--- config.mk ---
export PLATFORM = sky130hd
export DESIGN_NAME = alu_rs_issue
export DESIGN_NICKNAME = d
export VERILOG_FILES = /design/src/rtl/alu_rs_issue_pkg.sv /design/src/rtl/alu_rs_issue_rs_wakeup_entry.sv /design/src/rtl/alu_rs_issue.sv
export SDC_FILE = /design/constraint.sdc
export NUM_CORES = 2
export LEC_CHECK = 0
export ABC_CLOCK_PERIOD_IN_PS = 11300
export BUFFER_PORTS_ARGS = -buffer_cell sky130_fd_sc_hd__buf_4
export CAP_MARGIN = 10
export CORE_AREA = 2 2 440 224
export DETAILED_ROUTE_END_ITERATION = 10
export DIE_AREA = 0 0 442 226
export HOLD_SLACK_MARGIN = 0.03
export REMOVE_ABC_BUFFERS = 1
export SYNTH_ARGS = -nofsm -noshare
export SYNTH_HDL_FRONTEND = slang
export SYNTH_SLANG_ARGS = --single-unit
--- constraint.sdc ---
create_clock -name clk -period 11.3 [get_ports clk]
set_clock_uncertainty 0.1 [all_clocks]
set_input_delay 3.39 -clock clk [delete_from_list [all_inputs] [get_ports clk]]
set_output_delay 3.39 -clock clk [all_outputs]
set_load 0.01 [all_outputs]
--- src/rtl/alu_rs_issue_pkg.sv ---
`default_nettype none
// ============================================================================
// Module   : alu_rs_issue_pkg
// Brief    : Shared widths and ctrl bit positions for the reservation stations
// Revision : 1.0 - initial release
// ============================================================================
package alu_rs_issue_pkg;

    localparam int c_tag_w_default = 4;
    localparam int c_data_w        = 32;
    localparam int c_pc_w          = 32;
    localparam int c_instr_w       = 32;

    // dp_ctrl / iss_ctrl packing
    localparam int c_ctrl_w        = 9;
    localparam int c_ctrl_ldic     = 8;
    localparam int c_ctrl_signex   = 7;
    localparam int c_ctrl_immed    = 6;
    localparam int c_ctrl_alu_hi   = 5;
    localparam int c_ctrl_alu_lo   = 2;
    localparam int c_ctrl_jump     = 1;
    localparam int c_ctrl_jr       = 0;

endpackage : alu_rs_issue_pkg
`default_nettype wire

--- src/rtl/alu_rs_issue_rs_wakeup_entry.sv ---
`default_nettype none
// ============================================================================
// Module   : rs_wakeup_entry
// Brief    : Operand-ready/value update of one station slot against the CDB
// Revision : 1.0 - initial release
// ============================================================================
module rs_wakeup_entry
    import alu_rs_issue_pkg::*;
#(
    parameter int TAG_W = c_tag_w_default
) (
    input  logic                i_valid,
    input  logic                i_rs_rdy,
    input  logic [TAG_W-1:0]    i_rs_tag,
    input  logic [c_data_w-1:0] i_rs_val,
    input  logic                i_rt_rdy,
    input  logic [TAG_W-1:0]    i_rt_tag,
    input  logic [c_data_w-1:0] i_rt_val,
    input  logic                i_cdb_valid,
    input  logic [TAG_W-1:0]    i_cdb_tag,
    input  logic [c_data_w-1:0] i_cdb_data,
    output logic                o_rs_rdy,
    output logic [c_data_w-1:0] o_rs_val,
    output logic                o_rt_rdy,
    output logic [c_data_w-1:0] o_rt_val
);

    logic w_rs_hit;
    logic w_rt_hit;

    // Inputs are the slot's post-shift (or freshly dispatched) contents,
    // so a match here covers both normal wakeup and dispatch bypass.
    assign w_rs_hit = i_valid & i_cdb_valid & ~i_rs_rdy & (i_rs_tag == i_cdb_tag);
    assign w_rt_hit = i_valid & i_cdb_valid & ~i_rt_rdy & (i_rt_tag == i_cdb_tag);

    assign o_rs_rdy = i_rs_rdy | w_rs_hit;
    assign o_rs_val = w_rs_hit ? i_cdb_data : i_rs_val;
    assign o_rt_rdy = i_rt_rdy | w_rt_hit;
    assign o_rt_val = w_rt_hit ? i_cdb_data : i_rt_val;

endmodule : rs_wakeup_entry
`default_nettype wire

--- src/rtl/alu_rs_issue.sv ---
`default_nettype none
// ============================================================================
// Module   : alu_rs_issue
// Brief    : ALU/branch reservation station, oldest-ready select, issue register
// Revision : 1.0 - initial release
// ============================================================================
module alu_rs_issue
    import alu_rs_issue_pkg::*;
#(
    parameter int DEPTH = 4,
    parameter int TAG_W = c_tag_w_default
) (
    input  logic                 clk,
    input  logic                 rst_n,
    input  logic                 flush,
    input  logic                 dp_valid,
    output logic                 dp_ready,
    input  logic [TAG_W-1:0]     dp_rob_tag,
    input  logic                 dp_rs_rdy,
    input  logic                 dp_rt_rdy,
    input  logic [TAG_W-1:0]     dp_rs_tag,
    input  logic [TAG_W-1:0]     dp_rt_tag,
    input  logic [c_data_w-1:0]  dp_rs_val,
    input  logic [c_data_w-1:0]  dp_rt_val,
    input  logic [c_pc_w-1:0]    dp_pc_1,
    input  logic [c_instr_w-1:0] dp_instr,
    input  logic [c_ctrl_w-1:0]  dp_ctrl,
    input  logic                 cdb_valid,
    input  logic [TAG_W-1:0]     cdb_tag,
    input  logic [c_data_w-1:0]  cdb_data,
    input  logic                 ex_ready,
    output logic                 iss_valid,
    output logic [TAG_W-1:0]     iss_rob_tag,
    output logic [c_data_w-1:0]  iss_rs_data,
    output logic [c_data_w-1:0]  iss_rt_data,
    output logic [c_pc_w-1:0]    iss_pc_1,
    output logic [c_instr_w-1:0] iss_instr,
    output logic [c_ctrl_w-1:0]  iss_ctrl
);

    localparam int c_cnt_w = $clog2(DEPTH + 1);
    localparam int c_idx_w = $clog2(DEPTH);

    // ---------------- station storage ----------------
    logic [c_cnt_w-1:0]   r_count;
    logic [DEPTH-1:0]     r_valid;
    logic [DEPTH-1:0]     r_rs_rdy;
    logic [DEPTH-1:0]     r_rt_rdy;
    logic [TAG_W-1:0]     r_rob_tag [DEPTH];
    logic [TAG_W-1:0]     r_rs_tag  [DEPTH];
    logic [TAG_W-1:0]     r_rt_tag  [DEPTH];
    logic [c_data_w-1:0]  r_rs_val  [DEPTH];
    logic [c_data_w-1:0]  r_rt_val  [DEPTH];
    logic [c_pc_w-1:0]    r_pc_1    [DEPTH];
    logic [c_instr_w-1:0] r_instr   [DEPTH];
    logic [c_ctrl_w-1:0]  r_ctrl    [DEPTH];

    // upper neighbour of each slot, used when the queue collapses
    logic [DEPTH-1:0]     w_up_valid;
    logic [DEPTH-1:0]     w_up_rs_rdy;
    logic [DEPTH-1:0]     w_up_rt_rdy;
    logic [TAG_W-1:0]     w_up_rob_tag [DEPTH];
    logic [TAG_W-1:0]     w_up_rs_tag  [DEPTH];
    logic [TAG_W-1:0]     w_up_rt_tag  [DEPTH];
    logic [c_data_w-1:0]  w_up_rs_val  [DEPTH];
    logic [c_data_w-1:0]  w_up_rt_val  [DEPTH];
    logic [c_pc_w-1:0]    w_up_pc_1    [DEPTH];
    logic [c_instr_w-1:0] w_up_instr   [DEPTH];
    logic [c_ctrl_w-1:0]  w_up_ctrl    [DEPTH];

    // candidate next contents before wakeup
    logic [DEPTH-1:0]     w_c_valid;
    logic [DEPTH-1:0]     w_c_rs_rdy;
    logic [DEPTH-1:0]     w_c_rt_rdy;
    logic [TAG_W-1:0]     w_c_rob_tag [DEPTH];
    logic [TAG_W-1:0]     w_c_rs_tag  [DEPTH];
    logic [TAG_W-1:0]     w_c_rt_tag  [DEPTH];
    logic [c_data_w-1:0]  w_c_rs_val  [DEPTH];
    logic [c_data_w-1:0]  w_c_rt_val  [DEPTH];
    logic [c_pc_w-1:0]    w_c_pc_1    [DEPTH];
    logic [c_instr_w-1:0] w_c_instr   [DEPTH];
    logic [c_ctrl_w-1:0]  w_c_ctrl    [DEPTH];

    logic [DEPTH-1:0]     w_wk_rs_rdy;
    logic [DEPTH-1:0]     w_wk_rt_rdy;
    logic [c_data_w-1:0]  w_wk_rs_val [DEPTH];
    logic [c_data_w-1:0]  w_wk_rt_val [DEPTH];

    logic [DEPTH-1:0]     w_rdy;
    logic                 w_found;
    logic [c_idx_w-1:0]   w_sel;
    logic                 w_iss_fire;
    logic                 w_dp_fire;
    logic [c_cnt_w-1:0]   w_wr_idx;

    // ---------------- issue register ----------------
    logic                 r_iss_valid;
    logic [TAG_W-1:0]     r_iss_rob_tag;
    logic [c_data_w-1:0]  r_iss_rs_data;
    logic [c_data_w-1:0]  r_iss_rt_data;
    logic [c_pc_w-1:0]    r_iss_pc_1;
    logic [c_instr_w-1:0] r_iss_instr;
    logic [c_ctrl_w-1:0]  r_iss_ctrl;

    assign dp_ready   = (r_count < c_cnt_w'(DEPTH));
    assign w_dp_fire  = dp_valid & dp_ready;
    assign w_rdy      = r_valid & r_rs_rdy & r_rt_rdy;
    assign w_iss_fire = w_found & (~r_iss_valid | ex_ready);
    assign w_wr_idx   = r_count - {{(c_cnt_w-1){1'b0}}, w_iss_fire};

    // lowest index wins: scan downward so the last hit is the oldest
    always_comb begin
        w_found = 1'b0;
        w_sel   = '0;
        for (int i = DEPTH - 1; i >= 0; i--) begin
            if (w_rdy[i]) begin
                w_found = 1'b1;
                w_sel   = c_idx_w'(i);
            end
        end
    end

    generate
        for (genvar g = 0; g < DEPTH; g++) begin : g_up
            if (g < DEPTH - 1) begin : g_up_mid
                assign w_up_valid[g]   = r_valid[g+1];
                assign w_up_rs_rdy[g]  = r_rs_rdy[g+1];
                assign w_up_rt_rdy[g]  = r_rt_rdy[g+1];
                assign w_up_rob_tag[g] = r_rob_tag[g+1];
                assign w_up_rs_tag[g]  = r_rs_tag[g+1];
                assign w_up_rt_tag[g]  = r_rt_tag[g+1];
                assign w_up_rs_val[g]  = r_rs_val[g+1];
                assign w_up_rt_val[g]  = r_rt_val[g+1];
                assign w_up_pc_1[g]    = r_pc_1[g+1];
                assign w_up_instr[g]   = r_instr[g+1];
                assign w_up_ctrl[g]    = r_ctrl[g+1];
            end else begin : g_up_top
                assign w_up_valid[g]   = 1'b0;
                assign w_up_rs_rdy[g]  = 1'b0;
                assign w_up_rt_rdy[g]  = 1'b0;
                assign w_up_rob_tag[g] = '0;
                assign w_up_rs_tag[g]  = '0;
                assign w_up_rt_tag[g]  = '0;
                assign w_up_rs_val[g]  = '0;
                assign w_up_rt_val[g]  = '0;
                assign w_up_pc_1[g]    = '0;
                assign w_up_instr[g]   = '0;
                assign w_up_ctrl[g]    = '0;
            end
        end
    endgenerate

    always_comb begin
        for (int i = 0; i < DEPTH; i++) begin
            w_c_valid[i]   = r_valid[i];
            w_c_rs_rdy[i]  = r_rs_rdy[i];
            w_c_rt_rdy[i]  = r_rt_rdy[i];
            w_c_rob_tag[i] = r_rob_tag[i];
            w_c_rs_tag[i]  = r_rs_tag[i];
            w_c_rt_tag[i]  = r_rt_tag[i];
            w_c_rs_val[i]  = r_rs_val[i];
            w_c_rt_val[i]  = r_rt_val[i];
            w_c_pc_1[i]    = r_pc_1[i];
            w_c_instr[i]   = r_instr[i];
            w_c_ctrl[i]    = r_ctrl[i];
            if (w_iss_fire && (i >= int'(w_sel))) begin
                w_c_valid[i]   = w_up_valid[i];
                w_c_rs_rdy[i]  = w_up_rs_rdy[i];
                w_c_rt_rdy[i]  = w_up_rt_rdy[i];
                w_c_rob_tag[i] = w_up_rob_tag[i];
                w_c_rs_tag[i]  = w_up_rs_tag[i];
                w_c_rt_tag[i]  = w_up_rt_tag[i];
                w_c_rs_val[i]  = w_up_rs_val[i];
                w_c_rt_val[i]  = w_up_rt_val[i];
                w_c_pc_1[i]    = w_up_pc_1[i];
                w_c_instr[i]   = w_up_instr[i];
                w_c_ctrl[i]    = w_up_ctrl[i];
            end
            if (w_dp_fire && (int'(w_wr_idx) == i)) begin
                w_c_valid[i]   = 1'b1;
                w_c_rs_rdy[i]  = dp_rs_rdy;
                w_c_rt_rdy[i]  = dp_rt_rdy;
                w_c_rob_tag[i] = dp_rob_tag;
                w_c_rs_tag[i]  = dp_rs_tag;
                w_c_rt_tag[i]  = dp_rt_tag;
                w_c_rs_val[i]  = dp_rs_val;
                w_c_rt_val[i]  = dp_rt_val;
                w_c_pc_1[i]    = dp_pc_1;
                w_c_instr[i]   = dp_instr;
                w_c_ctrl[i]    = dp_ctrl;
            end
        end
    end

    generate
        for (genvar g = 0; g < DEPTH; g++) begin : g_wakeup
            rs_wakeup_entry #(
                .TAG_W (TAG_W)
            ) u_wakeup (
                .i_valid     (w_c_valid[g]),
                .i_rs_rdy    (w_c_rs_rdy[g]),
                .i_rs_tag    (w_c_rs_tag[g]),
                .i_rs_val    (w_c_rs_val[g]),
                .i_rt_rdy    (w_c_rt_rdy[g]),
                .i_rt_tag    (w_c_rt_tag[g]),
                .i_rt_val    (w_c_rt_val[g]),
                .i_cdb_valid (cdb_valid),
                .i_cdb_tag   (cdb_tag),
                .i_cdb_data  (cdb_data),
                .o_rs_rdy    (w_wk_rs_rdy[g]),
                .o_rs_val    (w_wk_rs_val[g]),
                .o_rt_rdy    (w_wk_rt_rdy[g]),
                .o_rt_val    (w_wk_rt_val[g])
            );
        end
    endgenerate

    always_ff @(posedge clk) begin
        if (!rst_n || flush) begin
            r_valid <= '0;
            r_count <= '0;
        end else begin
            r_valid  <= w_c_valid;
            r_rs_rdy <= w_wk_rs_rdy;
            r_rt_rdy <= w_wk_rt_rdy;
            for (int i = 0; i < DEPTH; i++) begin
                r_rob_tag[i] <= w_c_rob_tag[i];
                r_rs_tag[i]  <= w_c_rs_tag[i];
                r_rt_tag[i]  <= w_c_rt_tag[i];
                r_rs_val[i]  <= w_wk_rs_val[i];
                r_rt_val[i]  <= w_wk_rt_val[i];
                r_pc_1[i]    <= w_c_pc_1[i];
                r_instr[i]   <= w_c_instr[i];
                r_ctrl[i]    <= w_c_ctrl[i];
            end
            case ({w_dp_fire, w_iss_fire})
                2'b10:   r_count <= r_count + 1'b1;
                2'b01:   r_count <= r_count - 1'b1;
                default: r_count <= r_count;
            endcase
        end
    end

    // Issue register loads from registered state, so a same-edge wakeup
    // can never reach it; outputs freeze while ex_ready is low.
    always_ff @(posedge clk) begin
        if (!rst_n) begin
            r_iss_valid   <= 1'b0;
            r_iss_rob_tag <= '0;
            r_iss_rs_data <= '0;
            r_iss_rt_data <= '0;
            r_iss_pc_1    <= '0;
            r_iss_instr   <= '0;
            r_iss_ctrl    <= '0;
        end else if (flush) begin
            r_iss_valid <= 1'b0;
        end else if (w_iss_fire) begin
            r_iss_valid   <= 1'b1;
            r_iss_rob_tag <= r_rob_tag[w_sel];
            r_iss_rs_data <= r_rs_val[w_sel];
            r_iss_rt_data <= r_rt_val[w_sel];
            r_iss_pc_1    <= r_pc_1[w_sel];
            r_iss_instr   <= r_instr[w_sel];
            r_iss_ctrl    <= r_ctrl[w_sel];
        end else if (ex_ready) begin
            r_iss_valid <= 1'b0;
        end
    end

    assign iss_valid   = r_iss_valid;
    assign iss_rob_tag = r_iss_rob_tag;
    assign iss_rs_data = r_iss_rs_data;
    assign iss_rt_data = r_iss_rt_data;
    assign iss_pc_1    = r_iss_pc_1;
    assign iss_instr   = r_iss_instr;
    assign iss_ctrl    = r_iss_ctrl;

endmodule : alu_rs_issue
`default_nettype wire
==> impl_summary.txt <==
----------------------------------------------------
[Run status]
  Result of the run ... finished clean

[Timing]
  RSZ-0062 raised after global routing ... false
  Max-slew violations ... 0
  Minimum clock period ... 8.817 ns
  Final setup violation count ... 0
  Maximum clock frequency ... 113.4 MHz
  Final hold violation count ... 0
  Relative slew margins ... 18.39%
  Least-Margin Pin Slew ... 1.224 ns
  Hold slack ... 0.3642 ns
  Share of the clock period used by the worst path ... 78.03%

[Worst setup path]
  Worst R2R Start ... r_rs_rdy[0]$_DFFE_PP_
  CP Max Fanout ... 37
  Type of element capturing the critical path ... flop
  Worst setup startpoint ... ex_ready
  Flop2flop setup slack ... 4.54 ns
  Depth of the worst register-to-register path ... 14
  Worst Path Required ... 11.46 ns
  Type of the worst setup path ... in -> reg
  Critical Path Sink ... r_rs_val[2][10]$_DFFE_PP_
  Launching element type of the critical path ... input pin
  CP arrival ... 8.98 ns
  Terminus of the critical flop-to-flop path ... r_rs_val[2][10]$_DFFE_PP_

[Clock tree]
  Post-CTS setup buffers ... 0
  CTS HTree Levels ... 3
  Clock tree from TritonCTS ... built
  Sink count of the clock tree ... 753
  Longest Clk Path Bufs ... 3
  Number of CTS-inserted buffers ... 74
  Post-CTS Hold Buffers ... 0
  Clock Pin Slew Worst Setup and Hold Paths ... 0.07 ns
  Clk_lat worst skew ... 0.66 ns
  Clock Root Buffer ... sky130_fd_sc_hd__clkbuf_16
  Cells resized by post-CTS repair ... 0

[Yosys]
  Dominant synthesized flop cell ... sky130_fd_sc_hd__edfxtp_1
  Synthesized area per cell ... 9.560 sq um
  Yosys reg bits ... 753
  Number of different library cells in the post-synthesis netlist ... 67
  EDFF count, synth ... 604
  Post-synthesis async set-or-reset flop share ... 0%
  Sequential element share of the synthesized area ... 55.42%
  Area of the mapped netlist ... 38110 sq um
  Gate count of the mapped netlist ... 3986
  Count of warnings emitted by yosys ... 0

[Floorplan]
  DIE WIDTH ... 442 microns
  DIE AREA ... 99890 sq um
  Core outline area ... 96380 sq um
  Number of ports placed on the die boundary ... 336
  Standard-cell row count ... 81
  Initial Util ... 39.54%
  Vertical die dimension ... 226 microns

[GRT]
  Global-route wire length before repair ... 189300 microns
  GRT Residual Overflow ... 0
  Via count of the first global-routing pass ... 28.85k
  Initial antenna violation count ... 13
  Overall global routing resource usage ... 25.07%
  Pin count of the biggest net entering global routing ... 167

[Pwr]
  Power Total ... 6.290 mW
  Worst VDD drop ... 0.0001136 V
  PD cells ... 142.4 nW/um^2
  Leakage ... 18.14 nW

[Detailed routing]
  Avg WL per Cell ... 23.25 microns
  WL final ... 128100 microns
  Count of nets left with antenna violations after detail routing ... 0
  Number of DRC violations after detailed-routing iteration 0 ... 3677
  Number of vias after detailed routing ... 30.56k
  Remaining DRCs ... 0
  Via-to-Cell Ratio ... 5.545
  Initial DRT Pass Iterations ... 6

[Layout]
  Area delta synth->final ... 15.91%
  Share of final-layout standard cells stronger than drive strength 1 ... 12.89%
  Net count, final ... 4357
  Number of filler cells placed in the layout ... 9069

[Placement]
  Weighted congestion at the end of routability-driven global placement ... 0.8718
  Total half-perimeter wirelength after legalization and detailed placement ... 74620 microns
  Number of port buffers ... 335

[Flow run]
  Max-capacitance violation count ... 0

[Min path]
  Worst Hold Class ... reg -> reg

----------------------------------------------------
layer usage:
layer	share of wire, %	global-route usage (%)	up-vias
li1	-	-	14100
met1	47	37.82	14797
met5	0.047	0	-
met3	9.7	6.228	149
met4	1.9	5.631	10
met2	42	35.81	1507
sequential cells by signal, summed over array words and instances (netlist names):
name,cells
iss_ctrl,9
iss_instr,32
iss_pc_1,32
iss_rob_tag,4
iss_rs_data,32
iss_rt_data,32
iss_valid,1
r_count,3
r_ctrl,36
r_instr,128
r_pc_1,128
r_rob_tag,16
r_rs_rdy,4
r_rs_tag,16
r_rs_val,128
r_rt_rdy,4
r_rt_tag,16
r_rt_val,128
r_valid,4
layout by cell type (no fill, tap or decap), drive strengths merged, types with 3 or more instances in the layout:
cell / n
nand2: 1542
edfxtp: 604
nand3: 440
mux2i: 427
buf: 388
dfxtp: 149
a21boi: 141
clkbuf: 112
and3: 89
o21ai: 61
inv: 49
nor2: 32
xnor2: 23
a21oi: 21
clkinv: 16
a31oi: 13
nor3: 12
nand4: 9
diode: 7
nand2b: 6
and2: 6
a221o: 4
o31ai: 4
bufinv: 4
a211oi: 4
nor4b: 4
o31a: 4
a21o: 4
o2bb2ai: 3
o22ai: 3
o311ai: 3
or3: 3
ha: 3
or2: 3
worst min path at each step:
| stage | slack, ns | endpoint | cells after the start | startpoint |
|---|---|---|---|---|
| CTS | 0.37 | iss_pc_1[16]$_SDFFE_PN0P_ | 2 | iss_pc_1[16]$_SDFFE_PN0P_ |
| detailed placement | 0.36 | iss_pc_1[16]$_SDFFE_PN0P_ | 2 | iss_pc_1[16]$_SDFFE_PN0P_ |
| finish | 0.36 | iss_rt_data[30]$_SDFFE_PN0P_ | 2 | iss_rt_data[30]$_SDFFE_PN0P_ |
| global placement | 0.35 | iss_pc_1[8]$_SDFFE_PN0P_ | 2 | iss_pc_1[8]$_SDFFE_PN0P_ |
| global route | 0.39 | iss_instr[21]$_SDFFE_PN0P_ | 2 | iss_instr[21]$_SDFFE_PN0P_ |
| floorplan | 0.36 | r_count[1]$_SDFFE_PN0P_ | 2 | r_count[1]$_SDFFE_PN0P_ |
area by class of cell:
| type | instances | area (sq um) | area share, % |
|---|---|---|---|
| diodes | 7 | 17.52 | 0.03966 |
| inverters | 47 | 176.4 | 0.3994 |
| well taps | 1286 | 1609 | 3.643 |
| repair buffers | 388 | 2975 | 6.736 |
| flip-flops and latches | 753 | 21120 | 47.82 |
| clock buffers | 112 | 2253 | 5.102 |
| clock inverters | 23 | 229.0 | 0.5184 |
| multi-input cells | 2896 | 15790 | 35.75 |
worst max-delay path: stages:
cell and delay [ns]:
sky130_fd_sc_hd__buf_4 0.11, sky130_fd_sc_hd__nand2b_1 0.28, sky130_fd_sc_hd__nand2_1 0.30, sky130_fd_sc_hd__inv_2 0.20
sky130_fd_sc_hd__ha_1 0.24, sky130_fd_sc_hd__ha_1 0.39, sky130_fd_sc_hd__or4b_1 0.76, sky130_fd_sc_hd__nor2_8 0.67
sky130_fd_sc_hd__buf_4 0.64, sky130_fd_sc_hd__nor2_1 0.17, sky130_fd_sc_hd__a221o_1 0.35, sky130_fd_sc_hd__xnor2_1 0.19
sky130_fd_sc_hd__nor4_4 0.31, sky130_fd_sc_hd__o31a_2 0.90
stage by stage:
step	setup WS, ns	std cells	instance area (sq um)	util (%)	TNS (ns)
detailed placement	1.938	5370	41670	43.23	0
CTS	2.622	5505	44150	45.81	0
floorplan	-3.233	3696	36910	-	-772.17
global route	2.292	5512	44170	45.83	0
global placement	2.082	5370	41670	43.23	0
finish	2.483	5512	44170	45.83	0
cells in the mapped netlist, types with 3 or more instances:
library cell                count  area [sq um]
sky130_fd_sc_hd__nand2_1     1542          5788
sky130_fd_sc_hd__edfxtp_1     604         18140
sky130_fd_sc_hd__nand3_1      440          2202
sky130_fd_sc_hd__mux2i_1      427          4274
sky130_fd_sc_hd__clkbuf_1     227         852.1
sky130_fd_sc_hd__dfxtp_1      149          2983
sky130_fd_sc_hd__a21boi_0     141          1059
sky130_fd_sc_hd__and3_1        89         556.8
sky130_fd_sc_hd__inv_1         42         157.7
sky130_fd_sc_hd__o21ai_1       35         175.2
sky130_fd_sc_hd__nor2_1        30         112.6
sky130_fd_sc_hd__buf_2         26         130.1
sky130_fd_sc_hd__o21ai_0       26         130.1
sky130_fd_sc_hd__buf_1         23         86.33
sky130_fd_sc_hd__xnor2_1       23         201.4
sky130_fd_sc_hd__a21oi_1       21         105.1
sky130_fd_sc_hd__a31oi_1       12         75.07
sky130_fd_sc_hd__nor3_1        12         60.06
sky130_fd_sc_hd__nand4_1        8         50.05
sky130_fd_sc_hd__buf_4          7         52.55
sky130_fd_sc_hd__buf_6          7         78.83
sky130_fd_sc_hd__nand2b_1       6         37.54
sky130_fd_sc_hd__and2_1         5         31.28
sky130_fd_sc_hd__a21o_1         4         30.03
sky130_fd_sc_hd__a221o_1        4         40.04
sky130_fd_sc_hd__o31a_1         4         35.03
sky130_fd_sc_hd__o31ai_1        4         30.03
sky130_fd_sc_hd__a211oi_1       3         22.52
sky130_fd_sc_hd__ha_1           3         37.54
sky130_fd_sc_hd__inv_2          3         11.26
sky130_fd_sc_hd__o22ai_1        3         18.77
sky130_fd_sc_hd__o2bb2ai_1      3         26.28
sky130_fd_sc_hd__o311ai_0       3         26.28
sky130_fd_sc_hd__or2_2          3         18.77
sky130_fd_sc_hd__or3_1          3         18.77
kinds of logic (layout without fill, tap and decap cells):
logic type | after synthesis | count (layout) | synth area share (%)
adder cells (fa/ha/maj) | 4 | 4 | 0.1511
flip-flops | 753 | 753 | 55.42
multiplexers | 429 | 429 | 11.28
AO/OA/AOI/OAI | 281 | 281 | 5.106
other | 0 | 7 | 0
buffers and inverters | 337 | 570 | 3.612
AND/OR/NAND/NOR | 2157 | 2157 | 23.86
XOR/XNOR | 25 | 25 | 0.5746
report_power, final:
part,internal (mW),leakage [nW],switching (mW)
sequential,3.06,6.86,0.0286
clock,1.48,1.22,1.13
combinational,0.202,10.1,0.389
total,4.74,18.1,1.55
No activity file was read; power rests on OpenSTA's default activity.
